<file path="config.mk">
export PLATFORM = sky130hd
export DESIGN_NAME = pipe_hazard_ctrl
export DESIGN_NICKNAME = d
export VERILOG_FILES = /design/src/rtl/pipe_hazard_ctrl.sv
export SDC_FILE = /design/constraint.sdc
export NUM_CORES = 1
export LEC_CHECK = 0
export ABC_CLOCK_PERIOD_IN_PS = 2450
export BUFFER_PORTS_ARGS = -buffer_cell sky130_fd_sc_hd__buf_2
export CELL_PAD_IN_SITES_DETAIL_PLACEMENT = 0
export CELL_PAD_IN_SITES_GLOBAL_PLACEMENT = 2
export CORE_MARGIN = 5
export CORE_UTILIZATION = 30
export CTS_CLUSTER_SIZE = 10
export DETAILED_ROUTE_END_ITERATION = 12
export HOLD_SLACK_MARGIN = 0.1
export PLACE_DENSITY_LB_ADDON = 0.1
export RECOVER_POWER = 50
export SLEW_MARGIN = 20
export SYNTH_ARGS = -nofsm -noshare
export SYNTH_HDL_FRONTEND = slang
export SYNTH_SLANG_ARGS = --single-unit
</file>
<file path="constraint.sdc">
create_clock -name clk -period 2.45 [get_ports clk]
set_clock_uncertainty 0.1 [all_clocks]
set_input_delay 0.1225 -clock clk [delete_from_list [all_inputs] [get_ports clk]]
set_output_delay 0.1225 -clock clk [all_outputs]
set_load 0.05 [all_outputs]
</file>
<file path="src/rtl/pipe_hazard_ctrl.sv">
// Pipeline control-register chain for the 5-stage MIPS core: carries decoded
// opcode/funct/destination ID->EX->MEM->WB and raises load-use stall / flush.
module pipe_hazard_ctrl #(
  parameter logic [5:0] BUBBLE_OP = 6'b111111,
  parameter int         CNT_W     = 16
) (
  input  logic             clk,
  input  logic             rst,
  input  logic [31:0]      instr_id,
  input  logic             zero,
  output logic [5:0]       op,
  output logic [5:0]       funct,
  output logic [5:0]       op_mem,
  output logic [5:0]       op_wb,
  output logic [4:0]       rs_ex,
  output logic [4:0]       rt_ex,
  output logic [4:0]       dest_wb,
  output logic             stall,
  output logic             flush,
  output logic             branch_taken,
  output logic             jump,
  output logic [CNT_W-1:0] stall_cnt,
  output logic [CNT_W-1:0] flush_cnt
);

  localparam logic [5:0] OP_R    = 6'b000000;
  localparam logic [5:0] OP_J    = 6'b000010;
  localparam logic [5:0] OP_ADDI = 6'b001000;
  localparam logic [5:0] OP_BEQ  = 6'b000100;
  localparam logic [5:0] OP_LW   = 6'b100011;
  localparam logic [5:0] OP_SW   = 6'b101011;

  logic [5:0] op_id;
  logic [4:0] rs_id;
  logic [4:0] rt_id;
  logic [4:0] rd_id;
  logic [5:0] funct_id;
  logic [4:0] dest_id;
  logic [4:0] dest_ex;
  logic [4:0] dest_mem;
  logic       rs_match;
  logic       rt_match;
  logic       load_use;
  logic       insert_bubble;

  assign op_id    = instr_id[31:26];
  assign rs_id    = instr_id[25:21];
  assign rt_id    = instr_id[20:16];
  assign rd_id    = instr_id[15:11];
  assign funct_id = instr_id[5:0];

  always_comb begin
    dest_id = 5'd0;
    case (op_id)
      OP_R:           dest_id = rd_id;
      OP_ADDI, OP_LW: dest_id = rt_id;
      default:        dest_id = 5'd0;
    endcase
  end

  // rt is only a true source for R, BEQ and SW; a J has no register sources.
  assign rs_match = (rt_ex == rs_id) && (op_id != OP_J);
  assign rt_match = (rt_ex == rt_id) &&
                    ((op_id == OP_R) || (op_id == OP_BEQ) || (op_id == OP_SW));
  assign load_use = (op == OP_LW) && (rt_ex != 5'd0) && (rs_match || rt_match);

  // A taken branch squashes the ID instruction, so it wins over a stall.
  assign branch_taken  = (op == OP_BEQ) && zero;
  assign stall         = load_use && !branch_taken;
  assign jump          = (op_id == OP_J) && !stall && !branch_taken;
  assign flush         = branch_taken || jump;
  assign insert_bubble = stall || branch_taken;

  always_ff @(posedge clk or negedge rst) begin
    if (!rst) begin
      op      <= BUBBLE_OP;
      funct   <= 6'd0;
      rs_ex   <= 5'd0;
      rt_ex   <= 5'd0;
      dest_ex <= 5'd0;
    end else if (insert_bubble) begin
      op      <= BUBBLE_OP;
      funct   <= 6'd0;
      rs_ex   <= 5'd0;
      rt_ex   <= 5'd0;
      dest_ex <= 5'd0;
    end else begin
      op      <= op_id;
      funct   <= funct_id;
      rs_ex   <= rs_id;
      rt_ex   <= rt_id;
      dest_ex <= dest_id;
    end
  end

  // Downstream stages never stall; they always advance.
  always_ff @(posedge clk or negedge rst) begin
    if (!rst) begin
      op_mem   <= BUBBLE_OP;
      op_wb    <= BUBBLE_OP;
      dest_mem <= 5'd0;
      dest_wb  <= 5'd0;
    end else begin
      op_mem   <= op;
      op_wb    <= op_mem;
      dest_mem <= dest_ex;
      dest_wb  <= dest_mem;
    end
  end

  always_ff @(posedge clk or negedge rst) begin
    if (!rst) begin
      stall_cnt <= '0;
      flush_cnt <= '0;
    end else begin
      if (stall && (stall_cnt != '1)) stall_cnt <= stall_cnt + CNT_W'(1);
      if (flush && (flush_cnt != '1)) flush_cnt <= flush_cnt + CNT_W'(1);
    end
  end

endmodule

</file>
==> reports/metrics.yaml, run 1 <==
status: "finished clean"
wirelength_mm: 8.42
clk_path_buf_depth: 2
setup-violations-final: 0
yosysWarnings: 0
vdd_drop_max_mv: 0.571
slowest_stage: "or4_1"
die_h_um: 115
avgSynthCellArea_um2: 12.2
layout_commonest_cell: "buf_2"
pre_cts_slack_ns: 0.0229
grt_first_pass_wirelength_mm: 14.0
coreArea_mm2: 0.0108
syn_inst: 270
pwr-share-seq_pct: 49.6
fin_ws_ns: 0.115
drt_iter0_drc: 87
synth_area_mm2: 0.00330
io_pins: 110
synth_seq_cells: 81
final-seq-area_mm2: 0.00205
drcViolationCount: 0
p_switching_mw: 0.834
fin_nets: 462
cpPeakStageDelay_ns: 0.56
cts_tree: "yes"
io_buffers: 104
die_x_um: 115
clk_latency_ns: 0.35
grt_pass1_vias: 2731
min_period_ns: 2.33
fin_cells: 570
dp_hpwl_mm: 6.11
rsz0062_at_grt: "yes"
drive_gt1_share_pct: 35.6
fmaxAchievable_mhz: 428
leakagePower_nw: 2.16
start_kind: "register"
hold_class: "in2reg"
p_int_mw: 2.06
combPwrFrac_pct: 14.9
crit_path_end_kind: "register"
synth_nets: 307
antenna_found_initial: 0
wl_per_cell_um: 14.8
cellPowerDensity_mw_per_mm2: 627
via_count: 2526
grt_usage_pct: 13.6
final_cell_mix: "buf_2, dfrtp_1, dlygate4sd3_1"
ys_seq_area_share_pct: 62.2
antenna_left: 0
placedCellCount: 520
grt_max_degree: 36
power.share.switching_pct: 28.8
hold_viol_final: 0
multi_input_area_mm2: 0.00122
clk_pin_slew_ns: 0.08
fill_cells: 1057
crit_arrival_ns: 2.51
r2r_slack_ns: 0.12
root_buffer: "clkbuf_8"
start_util_pct: 30.5
worst_pin_slew_ns: 0.893
syn2layout_area_growth_pct: 40.4
crit_chain: "or4_1, o211ai_2, buf_4, nor4_1, or2_4, nor2_4, buf_12, and2_1"
final.setup.tns_ns: 0
met1_usage_pct: 17.0
hold_slack_ns: 0.206
vias_per_cell: 4.43
timing.slew.headroom_pct: 40.5
cts_sinks: 81
critPathMaxFanout: 16
clkPwrFrac_pct: 35.5
htreeDepth: 3
cap_violations: 0
cts_buffers: 9
required_ns: 2.63
place_congestion: 0.742
fin_crit_sh_pct: 95.3
drv_slew: 0
num_rows: 38
use_met3_pct: 4.63
grt_util_met2_pct: 23.1
grt_overflow: 0
gr-max-usage-layer: "met2"
path_class: "reg2reg"
die_area_mm2: 0.0132
diodes: 0
ys_types: 45
drt_first_pass_iters: 4
[cell usage after synthesis (all sizes together)]
library cell | instances | area share, %
a41oi | 1 | 0.27
nor2 | 16 | 2.1
ha | 2 | 0.76
dfrtp | 63 | 48
o21a | 1 | 0.23
nor2b | 2 | 0.38
nor4 | 6 | 1.3
and2 | 16 | 3.0
o22ai | 1 | 0.19
o21ai | 1 | 0.27
xor2 | 14 | 3.7
or4 | 2 | 0.57
or3 | 8 | 1.5
inv | 6 | 0.68
nand2b | 2 | 0.38
or2 | 3 | 0.65
a21oi | 2 | 0.30
clkbuf | 3 | 0.38
o211ai | 2 | 0.61
a211oi | 5 | 1.1
dfstp | 18 | 14
and4 | 2 | 0.53
o221ai | 1 | 0.27
xnor2 | 24 | 6.4
and4b | 1 | 0.30
nor4b | 3 | 0.99
and3 | 4 | 0.76
buf | 3 | 0.68
mux2 | 3 | 1.0
nand3 | 14 | 2.1
nor3 | 11 | 1.8
nor3b | 1 | 0.57
nand4 | 7 | 1.3
nand2 | 22 | 2.5
[worst max-delay path: cells and delay by family, from the launching register on]
family,cells,cell delay (ns)
AO/OA/AOI/OAI,1,0.29
buffers and inverters,2,0.30
flip-flops,1,0.39
AND/OR/NAND/NOR,5,1.18
[sequential cells by signal (all words and copies together), names as in the netlist]
register,count
op_mem,6
rs_ex,5
dest_ex,5
op,6
funct,6
dest_mem,5
rt_ex,5
stall_cnt,16
dest_wb,5
flush_cnt,16
op_wb,6
[what timing repair did]
item	4_1_cts	5_1_grt
hold endpoints to repair	100	0
gates resized for setup	0	5
setup endpoints to repair	0	20
hold buffers	33	0
buffers inserted	0	1
[metal layers]
| metal | routed length (um) | part of all wire [%] |
|---|---|---|
| met1 | 3700 | 44 |
| met3 | 502 | 6.0 |
| met4 | 67 | 0.80 |
| met2 | 4150 | 49 |
| met5 | 0 | 0 |
[stage by stage]
stage          power [mW]  utilization (%)  area (um^2)
3_5_place_dp         1.87             37.7         4070
4_1_cts              2.97             42.7         4610
2_1_floorplan        1.72                -         3310
6_report             2.90             42.9         4630
3_3_place_gp         1.87             37.7         4070
5_1_grt              3.05             42.9         4630
[area by class of cell]
| cell class | instances | share of cell area, % |
|---|---|---|
| inverter | 6 | 0.487 |
| sequential | 81 | 44.4 |
| multi-input combinational | 177 | 26.5 |
| clock inverter | 5 | 1.35 |
| timing repair buffer | 150 | 20.3 |
| clock buffer | 11 | 3.27 |
| tap | 140 | 3.79 |
[power groups by stage]
stage / clock network, mW / logic [mW] / registers (mW)
2_1_floorplan: 0 / 0.0748 / 1.65
3_3_place_gp: 0 / 0.406 / 1.47
3_5_place_dp: 0 / 0.409 / 1.47
4_1_cts: 1.08 / 0.444 / 1.44
5_1_grt: 1.13 / 0.465 / 1.45
6_report: 1.03 / 0.431 / 1.44
[path summary, 6_finish.rpt]
kind,startpoint,to,cells after the start
min in group asynchronous,rst,dest_mem[3]$_DFF_PN0_,2
worst max-delay path,rt_ex[3]$_DFF_PN0_,rt_ex[3]$_DFF_PN0_,8
worst min-delay path,instr_id[29],dest_ex[1]$_DFF_PN0_,5
worst min register to register,dest_ex[3]$_DFF_PN0_,dest_mem[3]$_DFF_PN0_,0
worst max register to register,rt_ex[3]$_DFF_PN0_,rt_ex[3]$_DFF_PN0_,8
max in group asynchronous,rst,flush_cnt[3]$_DFFE_PN0P_,3
[cells by family (layout without fill, tap and decap cells)]
group | after synthesis | in the layout | synth area share, %
AOI/OAI and AO/OA | 14 | 14 | 3.27
xor gates and xnor gates | 38 | 38 | 10.1
adders and majority gates | 2 | 2 | 0.759
buffers and inverters | 12 | 172 | 1.75
DFF | 81 | 81 | 62.2
muxes | 3 | 3 | 1.02
and+or+nand+nor | 120 | 120 | 20.9
(Power assumes the default switching activity.)
==> run 2, diff against run 1 <==
Settings changed: CORE_UTILIZATION 30 to 31, SETUP_SLACK_MARGIN set to 0.2.
==> run 2 against run 1 <==
- global-route usage is 0.26 points lower
- largest power group unchanged
- final cell count is 3.0% lower
- critical endpoint is now rs_ex[0]$_DFF_PN0_
- largest cell class unchanged
- worst hold slack worse by 0.088 ns
- clock-buffer cell count is 2 higher
==> reports/metrics.yaml, run 2 (same netlist as run 1, synthesis figures left out) <==
drcViolationCount: 0  # unchanged
min_period_ns: 2.22  # -0.111 ns
crit_arrival_ns: 2.42  # -0.09 ns
start_kind: "register"
io_pins: 110  # unchanged
cellPowerDensity_mw_per_mm2: 664  # +5.9%
wirelength_mm: 8.18  # -2.8%
wl_per_cell_um: 14.8  # +0.18%
path_class: "reg2reg"
grt_first_pass_wirelength_mm: 13.4  # -4.0%
grt_overflow: 0  # unchanged
fmaxAchievable_mhz: 450  # +5.0%
clk_pin_slew_ns: 0.09  # about the same
grt_usage_pct: 13.4  # -0.26 points
syn2layout_area_growth_pct: 39.4
drt_iter0_drc: 94  # +8.0%
clk_path_buf_depth: 2  # unchanged
antenna_found_initial: 0  # unchanged
placedCellCount: 508  # -2.3%
status: "finished clean"
cts_sinks: 81  # unchanged
drive_gt1_share_pct: 30.9  # -4.6 points
drt_first_pass_iters: 4  # unchanged
die_area_mm2: 0.0128  # -2.9%
htreeDepth: 3  # unchanged
drv_slew: 0  # unchanged
fin_cells: 553  # -3.0%
die_x_um: 113  # -1.5%
io_buffers: 104  # unchanged
place_congestion: 0.747  # +0.71%
num_rows: 37  # -2.6%
vdd_drop_max_mv: 0.244  # -57%
cts_tree: "yes"
r2r_slack_ns: 0.23  # +0.11 ns
die_h_um: 113  # -1.5%
dp_hpwl_mm: 5.84  # -4.5%
fin_crit_sh_pct: 90.8  # -4.5 points
total_power_mw: 3.05  # +5.2%
final.setup.tns_ns: 0  # unchanged
final_cell_mix: "buf_2, dfrtp_1, clkbuf_1"
setup-violations-final: 0  # unchanged
hold_class: "in2reg"
via_count: 2481  # -1.8%
diodes: 0  # unchanged
crit_path_end_kind: "register"
grt_max_degree: 71  # +97%
clk_latency_ns: 0.35  # about the same
design_area_mm2: 0.00459  # -0.68%
start_util_pct: 31.8  # +1.2 points
cts_buffers: 9  # unchanged
layout_commonest_cell: "buf_2"
vias_per_cell: 4.49  # +1.2%
place_area_mm2: 0.00404  # -0.55%
rsz0062_at_grt: "yes"
required_ns: 2.64  # about the same
grt_pass1_vias: 2540  # -7.0%
leakagePower_nw: 2.07  # -4.5%
fin_nets: 449  # -2.8%
antenna_left: 0  # unchanged
coreArea_mm2: 0.0104  # -3.9%
root_buffer: "clkbuf_8"
critPathMaxFanout: 16  # unchanged
cap_violations: 0  # unchanged
largestRegisters: "flush_cnt x16, stall_cnt x16"
hold_viol_final: 0  # unchanged
timing.slew.headroom_pct: 40.6  # +0.14 points
worst_pin_slew_ns: 0.890  # -0.00209 ns
run 2: cell type report:
cell class | count | area [um^2]
fillers | 1033 | 5780
flip-flops and latches | 81 | 2060
multi-input cells | 177 | 1270
repair buffers | 137 | 833
well taps | 136 | 170
clock buffers | 13 | 149
clock inverters | 3 | 90.1
inverters | 6 | 22.5
run 2: power breakdown:
group	total, mW	internal (mW)	switching, mW
Combinational	0.422	0.127	0.294
Clock	1.18	0.708	0.475
Sequential	1.44	1.40	0.0459
Total	3.05	2.23	0.815
run 2: timing repair:
action                                 CTS  global route
setup buffers                            1             0
pin swaps                                1             1
resized for setup                        2             9
hold buffers                            28             0
endpoints found under the hold margin   77             0
setup endpoints to repair               17            31
run 2: worst max-delay path: stages (launching register included):
cell,delay (ns)
dfrtp_2,0.44
or4_4,0.56
o211ai_4,0.23
nor4_1,0.09
or2_4,0.32
nor2_4,0.14
buf_12,0.13
and2_1,0.13
run 2: worst paths after layout:
kind / start / to / depth (start not counted)
max reg2reg: rt_ex[0]$_DFF_PN0_ / rs_ex[0]$_DFF_PN0_ / 7
min: instr_id[27] / dest_ex[0]$_DFF_PN0_ / 4
max in group asynchronous: rst / stall_cnt[14]$_DFFE_PN0P_ / 3
min in group asynchronous: rst / stall_cnt[0]$_DFFE_PN0P_ / 2
min reg2reg: dest_mem[1]$_DFF_PN0_ / dest_wb[1]$_DFF_PN0_ / 0
max: rt_ex[0]$_DFF_PN0_ / rs_ex[0]$_DFF_PN0_ / 7
run 2: stage by stage:
stage / setup slack (ns) / hold slack, ns / utilization (%)
2_1_floorplan: 0.165 / -0.273 / -
3_3_place_gp: 0.185 / 0.207 / 39.0
6_report: 0.226 / 0.118 / 44.3
5_1_grt: 0.0675 / 0.139 / 44.3
4_1_cts: 0.217 / 0.100 / 44.3
3_5_place_dp: 0.151 / 0.222 / 39.0
run 2: routing by layer:
| layer | routed length, um | GRT usage (%) | share of wire, % |
|---|---|---|---|
| met2 | 3950 | 21.1 | 48 |
| met3 | 420 | 3.21 | 5.1 |
| met5 | 0 | 0 | 0 |
| met1 | 3680 | 17.9 | 45 |
| met4 | 127 | 5.05 | 1.6 |
